[src/rtl/rv_boot_pkg.sv]
// Shared definitions for the boot-time instruction-memory loader:
// FSM state encoding and stream framing constants.
package rv_boot_pkg;

  // Loader FSM states. CHECK is only ever entered when the trailing
  // checksum byte is part of the stream.
  typedef enum logic [2:0] {
    ST_IDLE  = 3'd0,
    ST_LEN0  = 3'd1,
    ST_LEN1  = 3'd2,
    ST_DATA  = 3'd3,
    ST_WRITE = 3'd4,
    ST_CHECK = 3'd5,
    ST_DONE  = 3'd6,
    ST_ERR   = 3'd7
  } state_e;

  // Bytes assembled into one 32-bit instruction word.
  localparam int BYTES_PER_WORD = 4;
  // Bytes in the little-endian word-count header.
  localparam int LEN_BYTES      = 2;
  localparam int LEN_W          = 8 * LEN_BYTES;
  localparam int IDX_W          = $clog2(BYTES_PER_WORD);

endpackage : rv_boot_pkg

[src/rtl/imem_word_packer.sv]
// Little-endian byte-to-word packer: each accepted byte lands in the lane
// selected by the byte index; word_full_o flags the byte completing a word.
module imem_word_packer
  import rv_boot_pkg::*;
(
  input  logic                        clk,
  input  logic                        rst,
  input  logic                        clear_i,
  input  logic                        shift_i,
  input  logic [7:0]                  byte_i,
  output logic [8*BYTES_PER_WORD-1:0] word_o,
  output logic                        word_full_o
);

  logic [IDX_W-1:0]            idx_q, idx_d;
  logic [8*BYTES_PER_WORD-1:0] word_q, word_d;

  // Next lane contents and byte index; index wraps after the last lane.
  // NOTE: every _d gets a default before any condition so no latch is inferred.
  always_comb begin
    idx_d  = idx_q;
    word_d = word_q;
    if (clear_i) begin
      idx_d = '0;
    end else if (shift_i) begin
      word_d[{idx_q, 3'b000} +: 8] = byte_i;
      idx_d                        = idx_q + 1'b1;
    end
  end

  // Lane and index registers.
  // NOTE: sequential state uses <= so every flop samples pre-edge values.
  always_ff @(posedge clk or posedge rst) begin
    if (rst) begin
      idx_q  <= '0;
      word_q <= '0;
    end else begin
      idx_q  <= idx_d;
      word_q <= word_d;
    end
  end

  assign word_o      = word_q;
  assign word_full_o = shift_i && (idx_q == IDX_W'(BYTES_PER_WORD - 1));

endmodule : imem_word_packer

[src/rtl/imem_loader.sv]
// Boot-time program loader: consumes a little-endian byte stream
// (16-bit word count, then instruction words), writes the words into
// instruction memory from address 0 and holds the CPU in reset until the
// image is complete. Defining IMEM_LOADER_CHECKSUM_EN adds a trailing
// mod-256 payload checksum byte verified in the CHECK state.
module imem_loader
  import rv_boot_pkg::*;
#(
  parameter int ADDR_W = 8
) (
  input  logic              clk,
  input  logic              rst,
  input  logic              start,
  input  logic              byte_valid,
  input  logic [7:0]        byte_data,
  output logic              byte_ready,
  output logic              imem_we,
  output logic [ADDR_W-1:0] imem_waddr,
  output logic [31:0]       imem_wdata,
  output logic              cpu_rst,
  output logic              busy,
  output logic              done,
  output logic              error,
  output logic [ADDR_W:0]   word_count
);

  // Length comparisons are done one bit wider so a full-capacity image
  // (2^ADDR_W words) is representable.
  localparam int                CMP_W    = LEN_W + 1;
  localparam logic [CMP_W-1:0]  CAPACITY = CMP_W'(1) << ADDR_W;

`ifdef IMEM_LOADER_CHECKSUM_EN
  localparam state_e ST_AFTER_LOAD = ST_CHECK;
`else
  localparam state_e ST_AFTER_LOAD = ST_DONE;
`endif

  state_e             state_q, state_d;
  logic [LEN_W-1:0]   length_q, length_d;
  logic [ADDR_W:0]    count_q, count_d;
`ifdef IMEM_LOADER_CHECKSUM_EN
  logic [7:0]         sum_q, sum_d;
`endif

  logic               xfer;
  logic               pack_clear;
  logic               pack_shift;
  logic               pack_full;
  logic [31:0]        pack_word;
  logic [LEN_W-1:0]   len_full;

  imem_word_packer u_packer (
    .clk         (clk),
    .rst         (rst),
    .clear_i     (pack_clear),
    .shift_i     (pack_shift),
    .byte_i      (byte_data),
    .word_o      (pack_word),
    .word_full_o (pack_full)
  );

  // State, header length, written-word count (and checksum) registers.
  always_ff @(posedge clk or posedge rst) begin
    if (rst) begin
      state_q  <= ST_IDLE;
      length_q <= '0;
      count_q  <= '0;
`ifdef IMEM_LOADER_CHECKSUM_EN
      sum_q    <= '0;
`endif
    end else begin
      state_q  <= state_d;
      length_q <= length_d;
      count_q  <= count_d;
`ifdef IMEM_LOADER_CHECKSUM_EN
      sum_q    <= sum_d;
`endif
    end
  end

  // Next-state and output decode.
  always_comb begin
    state_d    = state_q;
    length_d   = length_q;
    count_d    = count_q;
`ifdef IMEM_LOADER_CHECKSUM_EN
    sum_d      = sum_q;
`endif
    pack_clear = 1'b0;

    byte_ready = state_q inside {ST_LEN0, ST_LEN1, ST_DATA, ST_CHECK};
    busy       = state_q inside {ST_LEN0, ST_LEN1, ST_DATA, ST_WRITE, ST_CHECK};
    done       = (state_q == ST_DONE);
    error      = (state_q == ST_ERR);
    imem_we    = (state_q == ST_WRITE);
    imem_waddr = count_q[ADDR_W-1:0];
    imem_wdata = pack_word;
    word_count = count_q;
    // The CPU leaves reset only in DONE, and is pulled back the moment a
    // new load is requested.
    cpu_rst    = !((state_q == ST_DONE) && !start);

    xfer       = byte_valid && byte_ready;
    pack_shift = xfer && (state_q == ST_DATA);
    len_full   = {byte_data, length_q[7:0]};

    case (state_q)
      ST_IDLE, ST_DONE, ST_ERR: begin
        if (start) begin
          state_d    = ST_LEN0;
          count_d    = '0;
          pack_clear = 1'b1;
`ifdef IMEM_LOADER_CHECKSUM_EN
          sum_d      = '0;
`endif
        end
      end
      ST_LEN0: begin
        if (xfer) begin
          length_d[7:0] = byte_data;
          state_d       = ST_LEN1;
        end
      end
      ST_LEN1: begin
        if (xfer) begin
          length_d = len_full;
          if (len_full == '0)                    state_d = ST_AFTER_LOAD;
          else if (CMP_W'(len_full) > CAPACITY)  state_d = ST_ERR;
          else                                   state_d = ST_DATA;
        end
      end
      ST_DATA: begin
`ifdef IMEM_LOADER_CHECKSUM_EN
        if (xfer) sum_d = sum_q + byte_data;
`endif
        if (pack_full) state_d = ST_WRITE;
      end
      ST_WRITE: begin
        count_d = count_q + 1'b1;
        if (CMP_W'(count_d) == CMP_W'(length_q)) state_d = ST_AFTER_LOAD;
        else                                     state_d = ST_DATA;
      end
`ifdef IMEM_LOADER_CHECKSUM_EN
      ST_CHECK: begin
        if (xfer) state_d = (byte_data == sum_q) ? ST_DONE : ST_ERR;
      end
`endif
      default: state_d = ST_IDLE;
    endcase
  end

endmodule : imem_loader

[config.mk]
export PLATFORM = sky130hd
export DESIGN_NAME = imem_loader
export DESIGN_NICKNAME = d
export VERILOG_FILES = /design/src/rtl/rv_boot_pkg.sv /design/src/rtl/imem_word_packer.sv /design/src/rtl/imem_loader.sv
export SDC_FILE = /design/constraint.sdc
export NUM_CORES = 1
export LEC_CHECK = 0
export CORE_MARGIN = 10
export CORE_UTILIZATION = 57
export CTS_BUF_LIST = sky130_fd_sc_hd__clkbuf_8
export DETAILED_ROUTE_END_ITERATION = 6
export PLACE_DENSITY = 0.95
export REMOVE_ABC_BUFFERS = 1
export SLEW_MARGIN = 25
export SYNTH_ARGS = -nofsm -noshare
export SYNTH_HDL_FRONTEND = slang
export SYNTH_SLANG_ARGS = --single-unit
[constraint.sdc]
create_clock -name clk -period 5 [get_ports clk]
set_input_delay 0.5 -clock clk [delete_from_list [all_inputs] [get_ports clk]]
set_output_delay 0.5 -clock clk [all_outputs]
set_load 0.05 [all_outputs]
Word level (Yosys, flattened, before mapping)
Index checks and enable logic that the tools add are counted.

word-level totals
  register bits after elaboration = 62
  latch bits = 0
  RAM bits = 0
  memory bits (read-only) = 0
  input port bits = 12
  logic and storage cells = 62
  memories kept = 0

cells by class
  $add $sub $neg = 3
  multipliers = 0
  divide/modulo/power cells = 0
  magnitude comparators = 1
  equality and inequality tests = 13
  shift-type cells = 2
  multiplexer cells = 17
  bitwise logic cells = 2
  reduce and logical (&&, ||, !) cells = 18

operators with widths
  cell                    number
  $bwmux 32               1
  $shift 8x7->32 const A  1
  $shiftx 8x7->32         1
  $mux 3                  7
  $pmux 9 s2              1
  $eq 9x16->1             1
  $gt 16x9->1 const B     1
  $logic_not 16->1        1
  $pmux 8 s2              1
  $pmux 3 s5              1
  $eq 3x3->1 const B      4
  $add 9x1->9 const B     1
  $mux 9                  1
  $mux 8                  1
  $ne 2x2->1 const B      4
  $neg 5->7               1
  $eq 3x2->1 const B      2
  $reduce_and 2->1        3
  $reduce_bool 5->1       1
  $logic_and 1x1->1       4
  $mux 2                  2
  $reduce_and 4->1        1
  $reduce_bool 2->1       2
  $reduce_bool 4->1       1
  other kinds (9)         12

Depth between registers and ports, before layout
  word-level depth = 7
  mapped depth = 8
  depth with buffers taken out = 7

Modules after synthesis
From an unflattened synthesis, not the netlist that was laid out.

second synthesis, totals
  cell total of the unflattened synthesis = 334
  area total of the unflattened synthesis = 3,390.8 µm²

modules (own cells, without submodules)
  module            times used  cells each  area each (µm²)
  imem_loader       1           182         1,736.7
  imem_word_packer  1           152         1,654.1

Worst setup path after synthesis
OpenSTA, ideal clock, no wires.

  kind = reg-to-reg
  from = reg count_q[0], in the netlist word_count[0]
  to = reg state_q[0]
  library setup time = 0.123 ns
  arrival time = 2.343 ns
  slack = 2.535 ns
  stages on the path, launching flop included = 9
  cells stage by stage = dfrtp_1 > ha_1 > and3_4 > buf_6 > a32oi_2 > or3b_1 > a2111oi_2 > o21ai_1 > o2bb2ai_1

on the way
  cells in the longest elaborated chain, start to end = 4

RTL lines
  item                    RTL line            text
  start, declared         imem_loader.sv:40   logic [ADDR_W:0] count_q, count_d;
  start signal, assigned  imem_loader.sv:74   count_q <= count_d;
  $add 9x1->9             imem_loader.sv:139  count_d = count_q + 1'b1;
  $eq 9x16->1             imem_loader.sv:140  if (CMP_W'(count_d) == CMP_W'(length_q)) state_d = ST_AFTER_LOAD;
  $mux 3                  imem_loader.sv:140
  $pmux 3 s5              imem_loader.sv:107  case (state_q)
  end signal, assigned    imem_loader.sv:72   state_q <= state_d;
  end, declared           imem_loader.sv:38   state_e state_q, state_d;

Every way passes these cells.
A chain may end at the register's enable or synchronous reset.

Final worst setup path
  from = reg state_q[0]
  to = out imem_we

on the way
  cells in the longest elaborated chain, start to end = 1

RTL lines
  item           RTL line           text
  $eq 3x3->1     imem_loader.sv:95  imem_we = (state_q == ST_WRITE);
  end, declared  imem_loader.sv:17  output logic imem_we,

Every way passes these cells.

==> results.md <==
* Status: completed
* Post-Syn Area at 3170 µm²
* Crit path from: state_q[0]
* Initial cell density of the core at 58.2%
* Setup violations, final at 0
* DR DRC count at 0
* Chip Width at 94.5 µm
* Worst reg2reg path endpoint: state_q[0]
* FMAX at 322 MHz
* Worst Path Arrival at 2610 ps
* Max cap viols at 0
* Main synth FF type: dfrtp_1
* Clk Latency, worst-skew pair at 340 ps
* Setup TNS at 0 ps
* Post-synthesis cell type count at 47
* Seq/Total Area, Yosys at 49.0%
* First-pass GRT wire length at 13000 µm
* Cells after Synth at 337
* R2R depth at 7
* Async SR Flop Fraction at 100%
* Cells after DPL at 454
* Peak supply drop at 364 µV
* Core ar. at 5440 µm²
* R2r setup slk at 2590 ps
* EDFF count, synth at 0
* Worst Setup Start Kind: flop
* Worst Hold Class: reg2reg
* Total global routing overflow at 0
* Post-CTS setup repair buffer count at 0
* Initial antenna violation count at 0
* GPL Wtd Cong at 0.848
* Critical path endpoint category: primary output
* Vias in the first global route at 2620
* ANT cells at 0
* Iteration-0 DRC Markers at 237
* RSZ-0062 raised after global routing: no
* H-tree depth at 3
* Clock Skews at 8.82 ps
* Final WL at 8150 µm
* CTS tree: built
* CTS Root Cell: clkbuf_8
* IO Port Bufs at 66
* Worst-path clk slew at 60 ps
* Die area at 8940 µm²
* Number of synthesized register bits at 62
* Post-DP HPWL at 5700 µm
* Final hold violation count at 0
* Max FO, Critical Path at 15
* Hold_buf cts at 0
* Num CTS Buffers at 9
* Measured slew at the worst slew-check pin at 977 ps
* FP Rows at 27
* Pin count of the biggest net entering global routing at 63
* Vias per Instance at 5.85
* Leakage at 0.00160 µW
* Post-cts sizing count at 0
* All-layer global routing usage at 18.4%
* Bufs on Longest Clock Path at 2
* Fin nets at 411
* Post-layout min period at 3110 ps
* Vert. Die Dim at 94.5 µm
* Post-Layout Cell Count at 468
* Critical setup path kind: reg2out
* TritonRoute pass-1 iters at 5
* Reg2reg start: word_count[0]
* Syn avg cell area at 9.40 µm²
* Max Slew Vio Count at 0
* Share of cells above drive strength 1 at 10.1%
* Area Overhead vs Synth at 25.2%
* Pwr Density at 565 nW/µm²
* Relative slew slack at 34.7%
* Antenna Nets Post-Route at 0
* Ports at 67
* Fin crit share at 62.2%
* Clock Sinks at 62
* Syn. warnings at 0
* Post-DR wirelength/cell at 17.4 µm
* CP required at 4500 ps
* Setup crit end: imem_we
* Via count at 2737
cell usage after synthesis, types with 2 or more instances:
master	instances	area (µm²)
mux2i_1	2	20.0
nand3_1	7	35.0
clkbuf_1	8	30.0
nand4_1	4	25.0
nor2b_1	2	12.5
and2_2	2	15.0
o41ai_1	2	17.5
nor3b_1	4	30.0
buf_4	9	67.6
nand2_1	83	312
nor3_1	6	30.0
or3_1	2	12.5
o2bb2ai_1	2	17.5
nand2b_1	2	12.5
mux2_2	16	180
buf_2	2	10.0
a31oi_1	2	12.5
buf_6	3	33.8
xor2_1	3	26.3
nor4_1	6	37.5
ha_1	6	75.1
dfrtp_1	62	1550
xnor2_1	7	61.3
o21ai_0	48	240
inv_1	7	26.3
o31ai_1	2	15.0
a21oi_1	9	45.0
nor2_1	9	33.8
o21ai_1	2	10.0
critical path, cell delays in order (launching register included):
cell and delay [ps]:
dfrtp_1 530, inv_1 250, nand2_1 330, inv_1 310
clkdlybuf4s50_1 850
per-stage QoR:
stage          worst slack (ps)  utilization, %  power [µW]  instance area, µm²  hold slack [ps]
2_1_floorplan              2280               -        1490                3030              481
3_3_place_gp               2410            69.6        1770                3780              461
3_5_place_dp               2300            69.6        1820                3780              470
4_1_cts                    1920            72.8        2240                3960              485
5_1_grt                    1730            72.9        2360                3970              505
6_report                   1890            72.9        2240                3970              479
routing by layer:
metal	up-vias	wire length, µm	track usage (%)
met5	-	0	0
met4	0	181	10.2
met3	17	658	4.28
met2	113	4090	30.6
met1	1324	3220	21.4
li1	1283	-	-
cell type report:
type	instances	area (µm²)
Multi-Input combinational cell	246	1450
Clock inverter	5	52.6
Inverter	7	26.3
Clock buffer	9	124
Tap cell	72	90.1
Timing Repair Buffer	67	668
Sequential cell	62	1550
Fill cell	387	1470
how the worst min path moves through the flow:
stage,startpoint,endpoint,slack [ps],cells after the start
6_report,u_packer.word_o[31],u_packer.word_o[31],480,2
5_1_grt,u_packer.word_o[7],u_packer.word_o[7],500,2
4_1_cts,u_packer.word_o[4],u_packer.word_o[4],490,2
3_5_place_dp,u_packer.word_o[4],u_packer.word_o[4],470,2
3_3_place_gp,u_packer.word_o[17],u_packer.word_o[17],460,2
2_1_floorplan,length_q[11],length_q[11],480,1
layout by cell type (no fill, tap or decap), drive strengths merged, types with 3 or more instances in the layout:
cell / netlist / final
nand2: 83 / 83
clkdlybuf4s50: 0 / 66
dfrtp: 62 / 62
o21ai: 50 / 50
mux2: 16 / 16
nor2: 9 / 9
a21oi: 9 / 9
clkbuf: 8 / 9
nand3: 7 / 7
xnor2: 7 / 7
inv: 7 / 7
nor3: 6 / 6
nor4: 6 / 6
ha: 6 / 6
nand4: 4 / 4
nor3b: 4 / 4
xor2: 3 / 3
clkinv: 0 / 3
and2: 3 / 3
cells by family (layout without fill, tap and decap cells):
group	count (synthesis)	after routing	share of synthesized area, %
XOR/XNOR	10	10	2.77
multiplexers	18	18	6.32
AND/OR/NAND/NOR	135	135	19.9
buffers and inverters	29	88	5.29
AO/OA/AOI/OAI	77	77	14.4
adder cells (fa/ha/maj)	6	6	2.37
flip-flops	62	62	49.0
sequential cells by signal, summed over array words and instances (netlist names):
name             cells
state_q              3
u_packer.word_o     32
word_count           9
length_q            16
u_packer.idx_q       2
where the power goes:
| group | switching, µW | internal (µW) |
|---|---|---|
| clock | 191 | 222 |
| combinational | 649 | 376 |
| sequential | 158 | 645 |
| total | 997 | 1240 |
Note: power is estimated with default switching activity, not from simulation.
